--- src/rtl/decode_queue.sv ---
// Instruction buffer between fetch and execute: circular queue of {pc, instr}
// with valid/ready handshakes, single-cycle flush, and a decoded view of the head entry.
module decode_queue #(
    parameter int unsigned XLEN  = 64,
    parameter int unsigned DEPTH = 4
) (
    input  logic                         clk,
    input  logic                         reset_n,
    input  logic                         flush,
    input  logic                         in_valid,
    output logic                         in_ready,
    input  logic [XLEN-1:0]              in_pc,
    input  logic [31:0]                  in_instr,
    output logic                         out_valid,
    input  logic                         out_ready,
    output logic [XLEN-1:0]              out_pc,
    output logic [31:0]                  out_instr,
    output logic [4:0]                   out_rd,
    output logic [4:0]                   out_rs1,
    output logic [4:0]                   out_rs2,
    output logic [11:0]                  out_csr_addr,
    output logic [XLEN-1:0]              out_imm,
    output logic [1:0]                   out_sysop,
    output logic                         out_illegal,
    output logic [$clog2(DEPTH+1)-1:0]   count
);

    localparam int unsigned PTR_W = $clog2(DEPTH);
    localparam int unsigned CNT_W = $clog2(DEPTH+1);

    logic [XLEN-1:0]  pc_q    [DEPTH];
    logic [31:0]      instr_q [DEPTH];
    logic [PTR_W-1:0] head_q, head_d;
    logic [PTR_W-1:0] tail_q, tail_d;
    logic [CNT_W-1:0] count_q, count_d;
    logic             enq, deq;
    logic [31:0]      head_instr;
    logic [31:0]      imm32;

    assign in_ready  = (count_q != CNT_W'(DEPTH)) && !flush;
    assign out_valid = (count_q != '0) && !flush;
    assign enq       = in_valid && in_ready;
    assign deq       = out_valid && out_ready;
    assign count     = count_q;

    // Pointer and occupancy next state; flush wins over any handshake.
    always_comb begin
        head_d  = head_q;
        tail_d  = tail_q;
        count_d = count_q;
        if (flush) begin
            head_d  = '0;
            tail_d  = '0;
            count_d = '0;
        end else begin
            if (enq) tail_d = tail_q + PTR_W'(1);
            if (deq) head_d = head_q + PTR_W'(1);
            if (enq && !deq)      count_d = count_q + CNT_W'(1);
            else if (deq && !enq) count_d = count_q - CNT_W'(1);
        end
    end

    always_ff @(posedge clk or negedge reset_n) begin
        if (!reset_n) begin
            head_q  <= '0;
            tail_q  <= '0;
            count_q <= '0;
        end else begin
            head_q  <= head_d;
            tail_q  <= tail_d;
            count_q <= count_d;
        end
    end

    // Payload storage is intentionally not reset.
    always_ff @(posedge clk) begin
        if (enq) begin
            pc_q[tail_q]    <= in_pc;
            instr_q[tail_q] <= in_instr;
        end
    end

    assign head_instr   = instr_q[head_q];
    assign out_pc       = pc_q[head_q];
    assign out_instr    = head_instr;
    assign out_rd       = head_instr[11:7];
    assign out_rs1      = head_instr[19:15];
    assign out_rs2      = head_instr[24:20];
    assign out_csr_addr = head_instr[31:20];

    // Every immediate format carries its sign in instr[31]; extend to 32 first.
    always_comb begin
        imm32       = '0;
        out_illegal = 1'b0;
        case (head_instr[6:0])
            7'h03, 7'h13, 7'h1B, 7'h67, 7'h73:
                imm32 = {{20{head_instr[31]}}, head_instr[31:20]};
            7'h23:
                imm32 = {{20{head_instr[31]}}, head_instr[31:25], head_instr[11:7]};
            7'h63:
                imm32 = {{19{head_instr[31]}}, head_instr[31], head_instr[7],
                         head_instr[30:25], head_instr[11:8], 1'b0};
            7'h17, 7'h37:
                imm32 = {head_instr[31:12], 12'b0};
            7'h6F:
                imm32 = {{11{head_instr[31]}}, head_instr[31], head_instr[19:12],
                         head_instr[20], head_instr[30:21], 1'b0};
            7'h33, 7'h3B:
                imm32 = '0;
            default:
                out_illegal = 1'b1;
        endcase
    end

    assign out_imm = XLEN'($signed(imm32));

    always_comb begin
        out_sysop = 2'd0;
        case (head_instr)
            32'h0000_0073: out_sysop = 2'd1;
            32'h0010_0073: out_sysop = 2'd2;
            32'h3020_0073: out_sysop = 2'd3;
            default:       out_sysop = 2'd0;
        endcase
    end

endmodule

--- config.mk ---
export PLATFORM = sky130hd
export DESIGN_NAME = decode_queue
export DESIGN_NICKNAME = d
export VERILOG_FILES = /design/src/rtl/decode_queue.sv
export SDC_FILE = /design/constraint.sdc
export NUM_CORES = 1
export LEC_CHECK = 0
export BUFFER_PORTS_ARGS = -buffer_cell sky130_fd_sc_hd__buf_2
export CAP_MARGIN = 10
export CELL_PAD_IN_SITES_DETAIL_PLACEMENT = 1
export CELL_PAD_IN_SITES_GLOBAL_PLACEMENT = 1
export CORE_ASPECT_RATIO = 1.5
export CORE_UTILIZATION = 40
export DETAILED_ROUTE_END_ITERATION = 6
export PLACE_DENSITY = 0.8
export SYNTH_ARGS = -nofsm -noshare
export SYNTH_HDL_FRONTEND = slang
export SYNTH_SLANG_ARGS = --single-unit
--- constraint.sdc ---
create_clock -name clk -period 9.65 [get_ports clk]
set_input_delay 1.93 -clock clk [delete_from_list [all_inputs] [get_ports clk]]
set_output_delay 1.93 -clock clk [all_outputs]
set_load 0.02 [all_outputs]
==> results.ini, run 1 <==
[timing]
rsz0062_at_grt = no
skew_ns = 0.009714
relSlewSlack_pct = 20.25
setup_viol = 0
tightest_slew_ns = 1.189
timing.final.crit_period_ns = 5.859
finalSetupTns_ns = 0
fmax_ghz = 0.1707
fin_crit_sh_pct = 60.72
hold_viol_final = 0
final_max_slew_viol_count = 0

[routing]
wl_met1_um = 12540
highest_layer = met5
dr_wl_met2_um = 19400
routedWlPerCell_um = 23.63
via_count = 7812
dr.pass1.iters = 4
totalWireLength_um = 35280
viasPerCell = 5.232
route.met3.wl_um = 1879
drtIter0Drc = 321
antenna_left = 0
drc = 0

[yosys]
synthAdderAreaFrac_pct = 0.5183
async_flop_share_pct = 1.790
synth_top_area_share_pct = 74.64
ys_seq_area_share_pct = 75.77
synthXorXnorAreaFrac_pct = 0.1134
synthSimpleGateAreaFrac_pct = 2.527
synth_area_leader_cell = edfxtp_1
synth_top_family_by_area = multiplexers
syn_area_um2 = 15450
synth_area_leaders = edfxtp_1, mux4_2, buf_4
muxShareOfSynthArea_pct = 14.33
yosysWarnings = 0
synth_fp_nets = 824
synth.distinct_cells = 56
synthCells = 718
syn_area_per_cell_um2 = 21.52
ys.flop_type = edfxtp_1
synth_most_common_cell = edfxtp_1
synth_compound_area_share_pct = 2.446
ys_ff_latch = 391
synth-edff-count = 384
yosys-top-cells-count = edfxtp_1, mux4_2, buf_4

[setup_path]
crit_slowest_cell = dfrtp_4
arrival_ns = 3.93
cp_top_family = compound AO/OA/AOI/OAI gates
slowest_delay_ns = 0.99
rr_worst_depth = 4
reg2reg_to = pc_q[2][25]$_DFFE_PP_
crit_chain = mux4_2 > and3b_1 > nand2_1 > a31oi_2 > a21o_1 > buf_2
worstSetupPathType = reg -> out
r2r_slack_ns = 6.18
cp-end-kind = output port
crit_path_max_fanout = 54
cp_num_buf_inv = 1
r2r-start = count[1]$_DFFE_PN0P_
worst_ep_required_time_ns = 7.72
start_kind = register

[clock_tree]
cts_post_setup_buffers_inserted = 0
clockRootBuffer = clkbuf_16
clkLatencyLatePin_ns = 0.52
cts_max_path_buffers = 3
cts_max_level = 2
clock-sinks = 391
cts_tree = built
ctsResizeCount = 0
cts_hold_buffers = 0
clkTransAtPathRegs_ns = 0.06
cts_made_buffers = 37

[placement]
portBuffers = 295
place.gp.congestion = 0.7865
dp_hpwl_um = 23310

[global_route]
grt_max_degree = 64
grt_pass1_wl_um = 52460
grt_pass1_vias = 8424
grt_overflow = 0
antenna_found_initial = 10
grt_util_all_layers_pct = 18.12

[power_and_ir_drop]
peakVddDrop_uv = 152.4
leakagePower_uw = 0.006521
p_total_uw = 4608
pwr_density_cell_nw_per_um2 = 252.5

[layout]
drive_gt1_share_pct = 46.79
layout.nets = 1076
area_growth_pct = 18.15
fill_cells = 3563

[run_status]
outcome = complete, no violations

[floorplanning]
dieWidth_um = 162.5
rows = 87
die-area_um2 = 39430
initial_core_util_pct = 40.78
die_y_um = 242.7
ioPinCount = 296
design.core.area_um2 = 37880

[run]
maxCapViolCount = 0

[hold_path]
hold_start = tail_q[0]$_DFFE_PN0P_
whs_endpoint = tail_q[0]$_DFFE_PN0P_
min_path_cells = 1
hold_class = reg -> reg

-- worst max-delay path by stage --
stage	start	to	depth (start not counted)
2_1_floorplan	in_valid	instr_q[0][0]$_DFFE_PP_	3
3_3_place_gp	head_q[1]$_DFFE_PN0P_	out_sysop[0]	7
4_1_cts	head_q[1]$_DFFE_PN0P_	out_sysop[0]	7
3_5_place_dp	head_q[1]$_DFFE_PN0P_	out_sysop[0]	7
6_report	head_q[1]$_DFFE_PN0P_	out_imm[39]	6
5_1_grt	head_q[1]$_DFFE_PN0P_	out_imm[39]	6
-- metrics by stage --
stage | cells | hold slack [ns] | util, % | instance area [um^2] | worst slack [ns]
after floorplan | 718 | 0.5128 | - | 15450 | 4.289
after global placement | 1420 | 0.5627 | 44.84 | 16990 | 4.293
after detailed placement | 1420 | 0.5754 | 44.84 | 16990 | 4.273
after CTS | 1487 | 0.5818 | 48.15 | 18240 | 3.690
after global routing | 1491 | 0.6442 | 48.17 | 18250 | 3.434
final | 1493 | 0.5918 | 48.19 | 18250 | 3.791
-- area by class of cell --
class | count | area, um^2 | share of cell area (%)
diodes | 6 | 15.01 | 0.08225
inverters | 11 | 41.29 | 0.2262
multi-input cells | 227 | 3090 | 16.93
repair buffers | 302 | 1529 | 8.376
flip-flops and latches | 391 | 11710 | 64.17
clock inverters | 17 | 215.2 | 1.179
clock buffers | 50 | 1037 | 5.682
well taps | 489 | 611.8 | 3.352
-- cells in the final DEF (no fill, tap or decap), types with 4 or more instances in the layout --
cell,n
ha_1,4
and2_1,9
clkbuf_1,9
nor2_1,11
nand2_1,15
o21ai_0,5
edfxtp_1,384
dfrtp_1,5
and2_4,4
mux4_2,93
buf_2,295
nor4_1,4
diode_2,6
clkbuf_16,39
a21o_1,20
clkinv_2,5
bufinv_16,5
a21oi_1,7
clkinv_1,4
buf_4,7
nor3_1,4
inv_1,11
-- metal layers --
metal	up-vias	track usage (%)
li1	3394	-
met1	4052	19.39
met2	282	33.77
met3	76	3.725
met4	8	7.908
met5	-	0
-- state kept, by name, summed over array words and instances (netlist names) --
signal and cells:
pc_q 256, instr_q 128, count 3, head_q 2
tail_q 2
-- kinds of logic (layout without fill, tap and decap cells) --
| kind of cell | after synthesis | count (layout) |
|---|---|---|
| AO/OA/AOI/OAI | 51 | 51 |
| flip-flops | 391 | 391 |
| other | 0 | 6 |
| adder cells (fa/ha/maj) | 6 | 6 |
| buffers and inverters | 100 | 380 |
| XOR/XNOR | 2 | 2 |
| multiplexers | 100 | 100 |
| AND/OR/NAND/NOR | 68 | 68 |
-- power by group --
part	leakage, uW	switching, uW	internal (uW)
registers	0.00357	45.0	1970
clock network	0.000611	600	891
logic	0.00234	696	408
total	0.00652	1340	3270
Note: power is estimated with default switching activity, not from simulation.
==> inputs of run 2 (changes only) <==
--- a/config.mk
+++ b/config.mk
@@ -5,6 +5,7 @@
 export SDC_FILE = /design/constraint.sdc
 export NUM_CORES = 1
 export LEC_CHECK = 0
+export ABC_AREA = 1
 export BUFFER_PORTS_ARGS = -buffer_cell sky130_fd_sc_hd__buf_2
 export CAP_MARGIN = 10
 export CELL_PAD_IN_SITES_DETAIL_PLACEMENT = 1
@@ -12,7 +13,7 @@
 export CORE_ASPECT_RATIO = 1.5
 export CORE_UTILIZATION = 40
 export DETAILED_ROUTE_END_ITERATION = 6
-export PLACE_DENSITY = 0.8
+export PLACE_DENSITY = 0.84
 export SYNTH_ARGS = -nofsm -noshare
 export SYNTH_HDL_FRONTEND = slang
 export SYNTH_SLANG_ARGS = --single-unit
==> constraint.sdc (replaced) <==
create_clock -name clk -period 5.9 [get_ports clk]
set_input_delay 1.18 -clock clk [delete_from_list [all_inputs] [get_ports clk]]
set_output_delay 1.18 -clock clk [all_outputs]
set_load 0.02 [all_outputs]
==> results.ini, run 2 <==
[run_status]
outcome = complete, no violations

[layout]
largest_reg_flops = 256
layout_common_cells = edfxtp_1, nand2_1, buf_2, nor2_1, o21ai_0
finalNonFillerCells = 2172
drive_gt1_share_pct = 23.26
mostFrequentLayoutCell = edfxtp_1
layout.nets = 1745
area_growth_pct = 15.89
final_util_pct = 47.29
regMostFlops = pc_q

[setup_path]
worstSetupPathType = reg -> out
start_kind = register
slowest_delay_ns = 0.71
cp-end-kind = output port
crit_slowest_cell = dfrtp_4
crit_chain = inv_6 > buf_4 > nand2_1 > nand3_1 > nand2_1 > inv_2 > nand3_2 > nand2_1 > nor2_1 > nand2_1 > buf_2
worst_ep_required_time_ns = 4.72
arrival_ns = 3.91
cpMostUsedCell = nand2_1
crit_path_max_fanout = 73

[yosys]
ys.flop_type = edfxtp_1
synth_area_leader_cell = edfxtp_1
synth_fp_nets = 1533
synth-edff-count = 384
ys_ff_latch = 391
synth_top_area_share_pct = 69.71
yosysWarnings = 0
synth_most_common_cell = edfxtp_1
syn_area_per_cell_um2 = 11.59
synth.distinct_cells = 30
ys_seq_area_share_pct = 70.77
yosys-top-cells-count = edfxtp_1, nand2_1, nor2_1
synthCells = 1427
async_flop_share_pct = 1.790
syn_area_um2 = 16540
synth_area_leaders = edfxtp_1, nand2_1, nor2_1

[routing]
totalWireLength_um = 43330
via_count = 11523
viasPerCell = 5.305
routedWlPerCell_um = 19.95
dr.pass1.iters = 4
antenna_left = 0
drtIter0Drc = 617
drc = 0

[global_route]
grt_util_all_layers_pct = 20.53
antenna_found_initial = 7
grt_pass1_wl_um = 66620
grt_max_degree = 102
grt_overflow = 0
grt_pass1_vias = 12201

[timing]
fin_crit_sh_pct = 86.27
tightest_slew_ns = 1.067
relSlewSlack_pct = 28.89
rsz0062_at_grt = no
setup_viol = 0
final_max_slew_viol_count = 0
fmax_ghz = 0.1965
timing.final.crit_period_ns = 5.090
hold_viol_final = 0
skew_ns = 0.01742

[clock_tree]
clkLatencyLatePin_ns = 0.53
cts_made_buffers = 36
clockRootBuffer = clkbuf_16
cts_post_setup_buffers_inserted = 0
clkTransAtPathRegs_ns = 0.06
ctsResizeCount = 0
cts_tree = built
cts_hold_buffers = 0
clock-sinks = 391
cts_max_path_buffers = 3
cts_max_level = 2

[floorplanning]
rows = 90
die-area_um2 = 42190
dieWidth_um = 168.0
design.core.area_um2 = 40540
initial_core_util_pct = 40.81
die_y_um = 251.1
ioPinCount = 296

[placement]
dpl.cell_count = 2107
dp_hpwl_um = 28120
place.gp.congestion = 0.8313
portBuffers = 295

[run]
maxCapViolCount = 0

[power_and_ir_drop]
pwr_density_cell_nw_per_um2 = 437.6
peakVddDrop_uv = 327.1
leakagePower_uw = 0.007642

[hold_path]
hold_class = in -> async

run 2: cell types whose count changed after synthesis, sizes merged, moves of 64 or more:
cell	change
o22ai	+64
nand2	+296
o21ai	+131
nor2	+187
nand3	+118
mux4	-96
run 2: cell type report:
| cell class | instances | area, um^2 |
|---|---|---|
| repair buffers | 312 | 1642 |
| flip-flops and latches | 391 | 11710 |
| fillers | 4352 | 21370 |
| well taps | 506 | 633.1 |
| diodes | 2 | 5.005 |
| multi-input cells | 849 | 3841 |
| inverters | 49 | 190.2 |
| clock inverters | 17 | 176.4 |
| clock buffers | 46 | 969.7 |
run 2: per-layer routing:
| metal | global-route usage [%] | vias to the layer above | routed length, um | part of all wire [%] |
|---|---|---|---|---|
| met1 | 21.79 | 5709 | 16190 | 37 |
| met3 | 3.558 | 104 | 2002 | 4.6 |
| li1 | - | 5355 | - | - |
| met4 | 9.987 | 8 | 1685 | 3.9 |
| met2 | 38.82 | 347 | 23390 | 54 |
| met5 | 0 | - | 57 | 0.13 |
run 2: worst paths after layout:
path	start	cells past startpoint	slack, ns	endpoint
worst max register to register	head_q[0]$_DFFE_PN0P_	7	2.72	head_q[1]$_DFFE_PN0P_
min in group clk	tail_q[0]$_DFFE_PN0P_	1	0.56	tail_q[0]$_DFFE_PN0P_
worst max-delay path	head_q[0]$_DFFE_PN0P_	11	0.81	out_imm[41]
max in group asynchronous	reset_n	1	5.20	head_q[0]$_DFFE_PN0P_
worst min-delay path	reset_n	1	0.50	count[1]$_DFFE_PN0P_
worst min register to register	tail_q[0]$_DFFE_PN0P_	1	0.56	tail_q[0]$_DFFE_PN0P_
run 2: cells by family after synthesis:
logic type	count (synthesis)	synth area share, %
buffers and inverters	187	6.195
and+or+nand+nor	636	15.75
AOI/OAI and AO/OA	207	6.815
adders and majority gates	5	0.4236
DFF	391	70.77
xor gates and xnor gates	1	0.05296
run 2: metrics by stage:
step           setup TNS [ns]  hold slack (ns)  total power [uW]  area, um^2  worst slack [ns]
6_report                    0           0.5015              8390       19170            0.8098
5_1_grt                     0           0.4792              8778       19170            0.3669
4_1_cts                     0           0.4785              8471       19170            0.6559
3_5_place_dp                0           0.5547              6201       18020             1.202
3_3_place_gp                0           0.5451              6087       18020             1.321
2_1_floorplan         -190.94           0.5154              5373       16540           -0.4972
run 2: critical path, delay by kind of cell (launching register included):
family	cells	cell delay, ns
buffers and inverters	4	1.34
DFF	1	0.71
and+or+nand+nor	7	1.32
run 2: report_power, final:
part	total (uW)	internal [uW]	switching, uW
Combinational	2780	719	2060
Sequential	3330	3240	85.9
Clock	2280	1300	975
Total	8390	5270	3120
